File: config.mk
export PLATFORM = sky130hd
export DESIGN_NAME = uart_rx
export DESIGN_NICKNAME = d
export VERILOG_FILES = /design/src/rtl/uart_pkg.sv /design/src/rtl/sync_2ff.sv /design/src/rtl/uart_rx.sv
export SDC_FILE = /design/constraint.sdc
export NUM_CORES = 1
export LEC_CHECK = 0
export CAP_MARGIN = 0
export CORE_UTILIZATION = 49
export DETAILED_ROUTE_END_ITERATION = 6
export GPL_TIMING_DRIVEN = 0
export PLACE_DENSITY = 0.76
export SKIP_CTS_REPAIR_TIMING = 1
export SKIP_LAST_GASP = 1
export SYNTH_ARGS = -nofsm -noshare
export SYNTH_HDL_FRONTEND = slang
export SYNTH_HIERARCHICAL = 1
export SYNTH_SLANG_ARGS = --single-unit
export TNS_END_PERCENT = 5
File: constraint.sdc
create_clock -name i_clk -period 3.3 [get_ports i_clk]
set_clock_uncertainty 0.2 [all_clocks]
set_input_delay 0.99 -clock i_clk [delete_from_list [all_inputs] [get_ports i_clk]]
set_output_delay 0.99 -clock i_clk [all_outputs]
set_load 0.05 [all_outputs]
File: src/rtl/uart_pkg.sv
// Shared types and helpers for the UART receive path.
package uart_pkg;

   typedef enum logic [2:0] {
      IDLE,
      START,
      DATA,
      STOP,
      BREAK
   } uart_rx_state_t;

   // Width of a down-counter that must hold CLKS_PER_BAUD-1.
   function automatic int unsigned baud_cnt_w(input int unsigned clks_per_baud);
      int unsigned w;
      w = (clks_per_baud <= 2) ? 32'd1 : 32'($clog2(clks_per_baud));
      return w;
   endfunction

endpackage

File: src/rtl/sync_2ff.sv
// Two-flop synchroniser for an asynchronous single-bit input.
module sync_2ff #(
   parameter logic RESET_VAL = 1'b1
) (
   input  logic i_clk,
   input  logic i_reset,
   input  logic i_d,
   output logic o_q
);

   logic meta_q, meta_d;
   logic sync_q, sync_d;

   always_comb begin
      meta_d = i_d;
      sync_d = meta_q;
   end

   always_ff @(posedge i_clk) begin
      if (i_reset) begin
         meta_q <= RESET_VAL;
         sync_q <= RESET_VAL;
      end else begin
         meta_q <= meta_d;
         sync_q <= sync_d;
      end
   end

   assign o_q = sync_q;

endmodule

File: src/rtl/uart_rx.sv
// 8N1 UART receiver: mid-bit sampling, one-cycle byte strobe, one-shot framing error.
module uart_rx
   import uart_pkg::*;
#(
   parameter int unsigned CLKS_PER_BAUD = 434
) (
   input  logic       i_clk,
   input  logic       i_reset,
   input  logic       i_rx,
   output logic [7:0] o_data,
   output logic       o_stb,
   output logic       o_frame_err
);

   localparam int unsigned CNT_W = baud_cnt_w(CLKS_PER_BAUD);
   localparam logic [CNT_W-1:0] CNT_RELOAD = CNT_W'(CLKS_PER_BAUD - 1);
   localparam logic [CNT_W-1:0] CNT_HALF   = CNT_W'(CLKS_PER_BAUD / 2 - 1);

   logic           rxs;
   logic           sample;

   uart_rx_state_t state_q, state_d;
   logic [CNT_W-1:0] cnt_q, cnt_d;
   logic [2:0]     bitn_q, bitn_d;
   logic [7:0]     shift_q, shift_d;
   logic [7:0]     data_q, data_d;
   logic           stb_q, stb_d;
   logic           ferr_q, ferr_d;

   sync_2ff #(.RESET_VAL(1'b1)) u_sync (
      .i_clk   (i_clk),
      .i_reset (i_reset),
      .i_d     (i_rx),
      .o_q     (rxs)
   );

   assign sample = (cnt_q == '0);

   always_ff @(posedge i_clk) begin
      if (i_reset) begin
         state_q <= IDLE;
         cnt_q   <= '0;
         bitn_q  <= '0;
         shift_q <= '0;
         data_q  <= '0;
         stb_q   <= 1'b0;
         ferr_q  <= 1'b0;
      end else begin
         state_q <= state_d;
         cnt_q   <= cnt_d;
         bitn_q  <= bitn_d;
         shift_q <= shift_d;
         data_q  <= data_d;
         stb_q   <= stb_d;
         ferr_q  <= ferr_d;
      end
   end

   always_comb begin
      state_d = state_q;
      cnt_d   = cnt_q;
      bitn_d  = bitn_q;
      shift_d = shift_q;
      data_d  = data_q;
      stb_d   = 1'b0;
      ferr_d  = 1'b0;

      // Bit timer runs whenever a frame is in progress; zero marks the sample point.
      if (state_q != IDLE) begin
         cnt_d = sample ? CNT_RELOAD : cnt_q - CNT_W'(1);
      end

      case (state_q)
         IDLE: begin
            if (!rxs) begin
               state_d = START;
               cnt_d   = CNT_HALF;
            end
         end
         START: begin
            if (sample) begin
               if (rxs) begin
                  state_d = IDLE;
               end else begin
                  state_d = DATA;
                  bitn_d  = 3'd0;
               end
            end
         end
         DATA: begin
            if (sample) begin
               shift_d = {rxs, shift_q[7:1]};
               if (bitn_q == 3'd7) begin
                  state_d = STOP;
               end else begin
                  bitn_d = bitn_q + 3'd1;
               end
            end
         end
         STOP: begin
            // Leave at mid-stop so an immediately following start bit is caught.
            if (sample) begin
               if (rxs) begin
                  data_d  = shift_q;
                  stb_d   = 1'b1;
                  state_d = IDLE;
               end else begin
                  ferr_d  = 1'b1;
                  state_d = BREAK;
               end
            end
         end
         BREAK: begin
            if (rxs) begin
               state_d = IDLE;
            end
         end
         default: begin
            state_d = IDLE;
         end
      endcase
   end

   assign o_data      = data_q;
   assign o_stb       = stb_q;
   assign o_frame_err = ferr_q;

endmodule

### Yosys cells after proc, flatten, opt, wreduce, memory -nomap -nowiden

Cells that the tools add are included.
Widths: inputs -> output; s select.

* logic and storage cells: 55
* input port bits: 3
* bits in registers: 35
* output and inout bits: 10

* add/sub/neg operators: 2
* bitwise logic cells: 2
* equal/unequal tests: 13
* reductions and logical operators: 9
* multiplexer cells: 20

Operators with widths (number)
* $mux 9: 4
* $mux 3: 11
* $pmux 3 s5: 1
* $ne 2x2->1 const B: 7
* $logic_not 9->1: 1
* $sub 9x1->9 const B: 1
* $eq 3x2->1 const B: 2
* $eq 3x3->1 const B: 2
* $pmux 3 s2: 1
* $reduce_and 6->1: 1
* $reduce_and 5->1: 1
* $add 3x1->3 const B: 1
* $eq 3x1->1 const B: 1
* $logic_not 3->1: 1
* $reduce_and 3->1: 1
* $reduce_bool 3->1: 1
* $reduce_or 3->1: 1
* $mux 1: 2
* $mux 2: 1
* $ne 2x1->1 const B: 1
* $not 1->1: 2
* $reduce_and 2->1: 1
* $reduce_bool 2->1: 1

### Depth between registers and ports, before layout

* word-level depth: 5
* mapped depth: 7
* mapped depth without buffers: 6

### Cells and area by module

The synthesis kept the hierarchy.

Modules (own cells, without submodules)
* uart_rx: area each 1448.9 um^2, instances 1, seq. area each 660.6 um^2, cells an instance 149
* sync_2ff: area each 52.6 um^2, instances 1, seq. area each 40.0 um^2, cells an instance 4

### Worst setup path before layout

Ideal clock, no wire load.

* kind: register to register
* start point: register cnt_q[0]
* end point: register cnt_q[2]
* cell stages (with the launch flop): 8
* setup slack: 1.357 ns
* arrival time: 1.673 ns
* setup time: 0.071 ns
* clock period less this slack: 1.943 ns
* cells stage by stage: dfxtp_1 inv_1 ha_1 nor3b_4 and3_1 buf_6 or4b_1 a21oi_1

* word-level cells in the longest chain between the ends: 5

Ends and longest elaborated chain
* from (decl): line uart_rx.sv:23 `logic [CNT_W-1:0] cnt_q, cnt_d;`
* from (signal assigned): line uart_rx.sv:50 `cnt_q <= cnt_d;`
* $sub 9x1->9 / $logic_not 9->1 (equally long branches): line uart_rx.sv:70, uart_rx.sv:37
* $mux 9 *: line uart_rx.sv:70 `cnt_d = sample ? CNT_RELOAD : cnt_q - CNT_W'(1);`
* $mux 9 *: line uart_rx.sv:69 `if (state_q != IDLE) begin`
* $mux 9: line uart_rx.sv:75 `if (!rxs) begin`
* $mux 9 *: line uart_rx.sv:73 `case (state_q)`

Every way passes the cells marked *; elsewhere a longest branch is shown, timed or not.
A chain may end at the register's enable or synchronous reset.

### Worst setup path in the final report

* start point: register data_q[4] (netlist: o_data[4])
* end point: output port o_data[4]

RTL lines
* from (decl): line uart_rx.sv:26 `logic [7:0] data_q, data_d;`
* from (signal assigned): line uart_rx.sv:53 `data_q <= data_d;`
* to (decl): line uart_rx.sv:10 `output logic [7:0] o_data,`

No word-level cell between the ends.

==> flow_metrics.tcl <==
set metrics [dict create \
    status "finished, final reports clean" \
    grt_overflow 0 \
    total_power_mw 0.819 \
    leakage_nw 0.750 \
    synth.avg_cell_area_um2 9.81 \
    pre_cts_ws_ns 0.457 \
    gp_congestion 0.794 \
    die_w_um 57.4 \
    hold_viol_final 0 \
    start_util 0.531 \
    ys_async_sr_fraction 0 \
    final_util 0.611 \
    synthFlopType "dfxtp_1" \
    cts_made_buffers 5 \
    cp_num_buf_inv 1 \
    first_pass_iters 4 \
    drt_iter0_drc 28 \
    grt_pass1_vias 1076 \
    worst-path-max-fanout 2 \
    syn_area_mm2 0.00150 \
    antenna_cells 0 \
    grt_max_degree 13 \
    final_layout_size_suffix_gt1_frac 0.133 \
    clock-sinks 35 \
    min_period_over_period 0.820 \
    critPathTopFamily "buffers and inverters" \
    slew_headroom 0.653 \
    antenna_found_initial 0 \
    cts_tree "yes" \
    die_h_um 57.4 \
    synth-seq-cells 35 \
    grtUsageTotal 0.191 \
    yosysWarnings 6 \
    grt_pass1_wl_mm 4.68 \
    num_vias 1162 \
    synth_top_cell_area_share 0.467 \
    synth_fp_nets 159 \
    tightest_slew_ns 0.519 \
    clock_path_buffers 2 \
    root_buffer "clkbuf_4" \
    port_buffers 12 \
    end_kind "primary output" \
    synth_edf_count 0 \
    hold_class "reg -> reg" \
    wl_per_cell_um 13.4 \
    rsz0062_at_grt "false" \
    ios 13 \
    cp.required_ns 2.11 \
    setup_ws_ns 0.593 \
    setup_violations 0 \
    yosysUniqueCellTypes 40 \
    fillers 226 \
    drv_slew 0 \
    hpwl_mm 1.93 \
    clock_latency_ns 0.35 \
    cap_violations 0 \
    nets 178 \
    synthTopCellsByArea "dfxtp_1, mux2i_1, nor2_1" \
    worst_ep_arrival_time_ns 1.52 \
    drc 0 \
    crit_chain "clkdlybuf4s50_1" \
    min_period_ns 2.71 \
    postSynthCellCount 153 \
    ys_seq_area_frac 0.467 \
    irDropWorstVdd_uv 297 \
    crit_path_max_incr_delay_ns 0.82 \
    synth_top_cell_by_area "dfxtp_1" \
    layout_commonest_cell "dfxtp_1" \
    row_count 19 \
    final_antenna_net_count 0 \
    die_area_mm2 0.00329 \
    fp.coreArea_mm2 0.00283 \
    area_growth_syn_to_layout_pct 15.1 \
    h-tree-depth 2 \
    fin_setup_tns_ns 0 \
    clk_pin_slew_worst_paths_ns 0.11 \
    layout_common_cells "dfxtp_1, nor2_1, mux2i_1" \
    power_density_mw_per_mm2 474 \
    fmax_mhz 369 \
    routed_wl_mm 2.74 \
    via_per_inst 5.70 \
    start_kind "flip-flop" \
    cpMaxStageDelayCell "clkdlybuf4s50_1" \
    path_class "reg -> out" \
]
==> stage by stage <==
stage,cell area [µm²],hold WS [ns],instances
final,1730,0.215,204
after global routing,1730,0.245,204
after CTS,1730,0.220,204
after detailed placement,1660,0.192,196
after global placement,1660,0.186,196
after floorplan,1500,0.183,153
==> final cells by class <==
class	instances	area, µm²	share of cell area
multi-input combinational	106	731	0.423
buffer	9	58.8	0.0340
clock inverter	2	16.3	0.00941
sequential	35	701	0.406
tap	31	38.8	0.0224
clock buffer	6	51.3	0.0297
timing repair buffer	12	120	0.0695
inverter	3	11.3	0.00652
==> worst paths after layout <==
check / endpoint / slack (ns) / depth (start not counted) / from
setup reg to reg: state_q[0] / 1.19 / 7 / cnt_q[0]
hold reg to reg: u_sync/o_q / 0.22 / 1 / u_sync/meta_q
setup / recovery: o_data[4] / 0.59 / 1 / o_data[4]
hold / removal: u_sync/o_q / 0.22 / 1 / u_sync/meta_q
==> report_power, final <==
part | internal (mW) | switching [mW]
Combinational | 0.0481 | 0.0644
Sequential | 0.435 | 0.0152
Clock | 0.105 | 0.152
Total | 0.588 | 0.231
==> layer usage <==
metal	track usage	vias up	wire [µm]
met5	0	-	0
met4	0.122	0	68
met3	0.0544	7	76
met2	0.289	11	1260
met1	0.239	552	1340
li1	-	592	-
==> cell families after synthesis <==
group | share of synthesized area
XOR/XNOR | 0.00583
adder cells (fa/ha/maj) | 0.0250
buffers and inverters | 0.0467
AND/OR/NAND/NOR | 0.231
AO/OA/AOI/OAI | 0.104
multiplexers | 0.121
flip-flops | 0.467
==> synth_stat cells, drive strengths merged (2+ instances only) <==
| cell | n |
|---|---|
| nor3 | 6 |
| nor4 | 3 |
| mux2i | 17 |
| or3 | 6 |
| a31oi | 6 |
| dfxtp | 35 |
| or2 | 2 |
| ha | 3 |
| o21ai | 3 |
| nand2 | 6 |
| nor3b | 2 |
| a22o | 3 |
| inv | 3 |
| clkbuf | 3 |
| or4 | 2 |
| buf | 6 |
| nand2b | 2 |
| a21oi | 5 |
| nor2 | 22 |
| nand4 | 4 |
==> worst reg2reg max path, delay by kind of cell (launching register included) <==
family	cells	cell delay, ns
compound gates	2	0.47
fa+ha+maj	1	0.17
buf+inv	2	0.21
simple gates	2	0.60
flops	1	0.35
==> state kept, by name (all words and copies together) (netlist names) <==
register and cells:
bitn_q 3, cnt_q 9, o_stb 1, o_data 8
shift_q 8, state_q 3, o_frame_err 1, u_sync/o_q 1
u_sync/meta_q 1
Power figures use the tool's default switching activity.
